$ cat config.mk
export PLATFORM = sky130hd
export DESIGN_NAME = ula_multiciclo
export DESIGN_NICKNAME = d
export VERILOG_FILES = /design/src/rtl/ula_multiciclo.sv
export SDC_FILE = /design/constraint.sdc
export NUM_CORES = 1
export LEC_CHECK = 0
export CORE_ASPECT_RATIO = 0.5
export CORE_MARGIN = 5
export CORE_UTILIZATION = 60
export DETAILED_ROUTE_END_ITERATION = 10
export PLACE_DENSITY_LB_ADDON = 0.08
export SETUP_SLACK_MARGIN = 0.15
export SLEW_MARGIN = 20
export SYNTH_ARGS = -nofsm -noshare
export SYNTH_HDL_FRONTEND = slang
export SYNTH_SLANG_ARGS = --single-unit
$ cat constraint.sdc
create_clock -name clock -period 4 [get_ports clock]
set_input_delay 0.8 -clock clock [delete_from_list [all_inputs] [get_ports clock]]
set_output_delay 0.8 -clock clock [all_outputs]
set_load 0.1 [all_outputs]
$ cat src/rtl/ula_multiciclo.sv
// rtl/ula_multiciclo.sv - registered ALU with valid/ready handshake and iterative shift-add multiply
// Optional flags (zero/carry/overflow) enabled by defining ULA_FLAGS_EN.
module ula_multiciclo #(
  parameter int WIDTH = 16,
  parameter int SHW   = $clog2(WIDTH)
) (
  input  logic             clock,
  input  logic             reset,
  input  logic             in_valid,
  output logic             in_ready,
  input  logic [3:0]       ControleUla,
  input  logic [WIDTH-1:0] x,
  input  logic [WIDTH-1:0] y,
  output logic             out_valid,
  input  logic             out_ready,
  output logic [WIDTH-1:0] Saida,
`ifdef ULA_FLAGS_EN
  output logic             zero,
  output logic             carry,
  output logic             overflow,
`endif
  output logic             erro
);

  typedef enum logic [1:0] {OCIOSO, MULT, PRONTO} state_t;

  localparam logic [3:0]     OP_MUL   = 4'b1000;
  localparam logic [SHW-1:0] CNT_LAST = SHW'(WIDTH - 1);

  state_t           state_q, state_d;
  logic [SHW-1:0]   cnt_q, cnt_d;
  logic [WIDTH-1:0] a_q, a_d;
  logic [WIDTH-1:0] b_q, b_d;
  logic [WIDTH-1:0] prod_q, prod_d;
  logic [WIDTH-1:0] saida_q, saida_d;
  logic             erro_q, erro_d;
`ifdef ULA_FLAGS_EN
  logic             zero_q, zero_d;
  logic             carry_q, carry_d;
  logic             ovf_q, ovf_d;
`endif

  logic             accept;
  logic [WIDTH:0]   sum_ext;
  logic [WIDTH:0]   diff_ext;
  logic [SHW-1:0]   shamt;
  logic [WIDTH-1:0] alu_res;
  logic             alu_err;
  logic             alu_carry;
  logic             alu_ovf;
  logic [WIDTH-1:0] step_sum;

  assign accept   = in_valid && (state_q == OCIOSO);
  assign sum_ext  = {1'b0, x} + {1'b0, y};
  assign diff_ext = {1'b0, x} - {1'b0, y};
  assign shamt    = y[SHW-1:0];
  assign step_sum = prod_q + (b_q[0] ? a_q : '0);

  // Single-cycle operations; the top bit of diff_ext is the unsigned borrow.
  always_comb begin
    alu_res   = '0;
    alu_err   = 1'b0;
    alu_carry = 1'b0;
    alu_ovf   = 1'b0;
    case (ControleUla)
      4'b0000: begin
        alu_res   = sum_ext[WIDTH-1:0];
        alu_carry = sum_ext[WIDTH];
        alu_ovf   = (x[WIDTH-1] == y[WIDTH-1]) && (sum_ext[WIDTH-1] != x[WIDTH-1]);
      end
      4'b0001: begin
        alu_res   = diff_ext[WIDTH-1:0];
        alu_carry = diff_ext[WIDTH];
        alu_ovf   = (x[WIDTH-1] != y[WIDTH-1]) && (diff_ext[WIDTH-1] != x[WIDTH-1]);
      end
      4'b0010: alu_res = {{(WIDTH-1){1'b0}}, (x < y)};
      4'b0011: alu_res = x << shamt;
      4'b0100: alu_res = x >> shamt;
      4'b0101: alu_res = x & y;
      4'b0110: alu_res = x | y;
      4'b0111: alu_res = x ^ y;
      default: alu_err = 1'b1;
    endcase
  end

  always_comb begin
    state_d = state_q;
    cnt_d   = cnt_q;
    a_d     = a_q;
    b_d     = b_q;
    prod_d  = prod_q;
    saida_d = saida_q;
    erro_d  = erro_q;
`ifdef ULA_FLAGS_EN
    zero_d  = zero_q;
    carry_d = carry_q;
    ovf_d   = ovf_q;
`endif
    case (state_q)
      OCIOSO: begin
        if (accept) begin
          if (ControleUla == OP_MUL) begin
            state_d = MULT;
            a_d     = x;
            b_d     = y;
            prod_d  = '0;
            cnt_d   = '0;
          end else begin
            state_d = PRONTO;
            saida_d = alu_res;
            erro_d  = alu_err;
`ifdef ULA_FLAGS_EN
            zero_d  = (alu_res == '0);
            carry_d = alu_carry;
            ovf_d   = alu_ovf;
`endif
          end
        end
      end
      MULT: begin
        prod_d = step_sum;
        a_d    = a_q << 1;
        b_d    = b_q >> 1;
        cnt_d  = cnt_q + 1'b1;
        if (cnt_q == CNT_LAST) begin
          state_d = PRONTO;
          cnt_d   = '0;
          saida_d = step_sum;
          erro_d  = 1'b0;
`ifdef ULA_FLAGS_EN
          zero_d  = (step_sum == '0);
          carry_d = 1'b0;
          ovf_d   = 1'b0;
`endif
        end
      end
      PRONTO: begin
        if (out_ready) state_d = OCIOSO;
      end
      default: state_d = OCIOSO;
    endcase
  end

  always_ff @(posedge clock) begin
    if (reset) begin
      state_q <= OCIOSO;
      cnt_q   <= '0;
      a_q     <= '0;
      b_q     <= '0;
      prod_q  <= '0;
      saida_q <= '0;
      erro_q  <= 1'b0;
`ifdef ULA_FLAGS_EN
      zero_q  <= 1'b0;
      carry_q <= 1'b0;
      ovf_q   <= 1'b0;
`endif
    end else begin
      state_q <= state_d;
      cnt_q   <= cnt_d;
      a_q     <= a_d;
      b_q     <= b_d;
      prod_q  <= prod_d;
      saida_q <= saida_d;
      erro_q  <= erro_d;
`ifdef ULA_FLAGS_EN
      zero_q  <= zero_d;
      carry_q <= carry_d;
      ovf_q   <= ovf_d;
`endif
    end
  end

  assign in_ready  = (state_q == OCIOSO);
  assign out_valid = (state_q == PRONTO);
  assign Saida     = saida_q;
  assign erro      = erro_q;
`ifdef ULA_FLAGS_EN
  assign zero      = zero_q;
  assign carry     = carry_q;
  assign overflow  = ovf_q;
`endif

endmodule
==> summary.md <==
| Metric | Value |
|---|---|
| GP Congestion | 1.047 |
| Lkg Pwr | 3.552 nW |
| Post-CTS Hold Buffers | 0 |
| EDFF count, synth | 0 |
| Post-Route WL | 27.06 mm |
| Diodes inserted | 0 |
| Residual DRC | 0 |
| I/O pin total | 59 |
| Count leader, synth | nor2_1 |
| Slew HR | 29.82% |
| 1st-iter DRT viols | 1187 |
| CTS Buf Count | 9 |
| Hold Crit Class | reg2reg |
| Worst r2r src | b_q[0] |
| CTS H-Tree Depth | 3 |
| Initial Util | 61.86% |
| Critical path origin | x[4] |
| Die Span X | 166.9 um |
| Outcome | finished clean |
| Crit end category | flop |
| Critical path class | in2reg |
| All-Layer GR Usage | 35.85% |
| Syn_nets | 1099 |
| Layout area overhead | 16.25% |
| Vias per cell | 6.840 |
| Die area | 14770 sq um |
| #FFs+latches synth | 71 |
| Design Power | 2.417 mW |
| Clock Path Buffers | 2 |
| Synth Warn # | 0 |
| Synth Instances | 987 |
| Unrepaired setup endpoints after global routing | no |
| HP Start | a_q[0] |
| WL/cell | 22.38 um |
| Synthesized area | 7390 sq um |
| Gr ovfl total | 0 |
| Placed inst area | 8283 sq um |
| Drt first pass iters | 8 |
| Final cell count without fillers | 1209 |
| Tcrit/Tclk final | 91.08% |
| First-pass GRT wire length | 41.85 mm |
| Largest net degree at the start of global routing | 65 |
| Top-area cell type share of the netlist area | 19.23% |
| Final Core Density | 71.91% |
| Worst R2R Setup Slack | 0.56 ns |
| Worst-path fanout max | 9 |
| Root buffer cell | clkbuf_16 |
| Worst-Skew Late Latency | 0.34 ns |
| Post-CTS setup buffers | 0 |
| Clock-pin slew on the worst setup and hold paths | 0.07 ns |
| Initial antenna violation count | 1 |
| Worst Path Arrival | 3.82 ns |
| Core Area | 11950 sq um |
| FP Rows | 28 |
| Yosys top cell by area | dfxtp_1 |
| Top cells by area, synth | dfxtp_1, ha_1, nor2_1, nand2_1, a21oi_1 |
| CP Launch Type | primary input |
| Die span in y | 88.48 um |
| RR Endpoint | Saida[9] |
| Port Buf Inserts | 58 |
| Post-route ant nets | 0 |
| Setup Total Neg Slack | 0 ns |
| Final Hold Fails | 0 |
| Slew @ Worst Pin | 1.053 ns |
| Final hold slack | 0.4634 ns |
| Mapped Avg Cell Area | 7.487 sq um |
| Post-route cell area | 8591 sq um |
| Number of cells upsized or downsized after cts | 0 |
| Most common library cells after synthesis | nor2_1, nand2_1, a21oi_1 |
| Vias in the first global route | 7592 |
| Max-Cap Viols | 0 |
| Critical Path Sink | Saida[15] |
| Proportion of layout cells with a drive suffix above 1 | 11.21% |
| CTS sink cnt | 71 |
| Synth cell types | 88 |
| Pwr Density | 281.3 nW/um^2 |
| Max incr delay on CP | 0.52 ns |
| Critical path, cell by cell | clkdlybuf4s50_1, buf_4, ha_1, or2_1, o311a_1, o21ai_1, a21oi_1, a2111o_1, a221oi_1, nor4_1 |
| CP Data Required Time | 4.17 ns |
| Fmax | 0.2745 GHz |
| Post-place setup slack | -0.05925 ns |
| Nets | 1151 |
| Placed cell count | 1193 |
| Sequential share of the synthesized area | 19.23% |
| Detail Placement HPWL | 20.61 mm |
| Synth async-reset ratio | 0% |
| Clock skew | 0.006656 ns |
| Fill count | 940 |
| Post-synth top flop | dfxtp_1 |
| Critical path's slowest cell | clkdlybuf4s50_1 |
| Setup slack after layout | 0.3566 ns |
| Peak VDD IR | 0.1638 mV |
| Final Max Slew Viols | 0 |
| Total number of vias | 8269 |
| R2R depth | 9 |
| Final Critical Period | 3.643 ns |
| Endpoints failing setup | 0 |
| CTS tree | done |
[layout make-up]
| class | instances | area, sq um | share of cell area [%] |
|---|---|---|---|
| clock buffer | 10 | 229.0 | 2.665 |
| clock inverter | 6 | 68.82 | 0.8010 |
| inverter | 47 | 176.4 | 2.054 |
| multi-input combinational | 797 | 5490 | 63.91 |
| sequential | 71 | 1421 | 16.55 |
| tap | 165 | 206.4 | 2.403 |
| timing repair buffer | 113 | 998.5 | 11.62 |
[sequential cells by signal, indices dropped and copies added (netlist names)]
signal	flops
Saida	16
a_q	16
b_q	16
prod_q	16
cnt_q	4
state_q	2
erro	1
[how the worst min path moves through the flow]
stage | end | depth (start not counted)
global placement | erro | 2
detailed placement | b_q[15] | 2
floorplan | b_q[15] | 2
CTS | a_q[0] | 2
finish | a_q[0] | 2
global route | prod_q[13] | 2
[critical path: cells and delay by family]
kind / cells / cell delay [ns]
compound gates: 5 / 1.66
fa+ha+maj: 1 / 0.24
buf+inv: 2 / 0.77
simple gates: 2 / 0.34
[layout by cell type (no fill, tap or decap), types with 17 or more instances in the layout]
cell             Yosys  layout
nor2_1             132     131
nand2_1            131     131
a21oi_1             73      72
dfxtp_1             71      71
ha_1                69      69
clkdlybuf4s50_1      0      55
buf_4                6      54
inv_1               45      45
a311oi_1            39      39
o21ai_0             27      27
mux2i_1             24      24
a211oi_1            20      20
nor3_1              17      17
[per-layer routing]
layer  GRT usage (%)  up-vias  part of all wire (%)
met1           48.80     3918                    43
met3           10.66       99                    13
met4           10.54        2                   2.9
met2           55.72      526                    41
met5               0        -                 0.048
li1                -     3724                     -
[where the power goes]
group / internal [mW] / leakage, nW / switching (mW)
sequential: 0.734 / 0.577 / 0.0216
clock: 0.487 / 0.143 / 0.347
combinational: 0.291 / 2.83 / 0.535
total: 1.51 / 3.55 / 0.904
[cells by family after synthesis]
family	after synthesis	share of synthesized area, %
AND/OR/NAND/NOR	364	22.55
multiplexers	44	7.670
XOR/XNOR	15	1.778
flip-flops	71	19.23
AO/OA/AOI/OAI	302	29.36
adder cells (fa/ha/maj)	72	12.50
buffers and inverters	119	6.908
(Power assumes the default switching activity.)
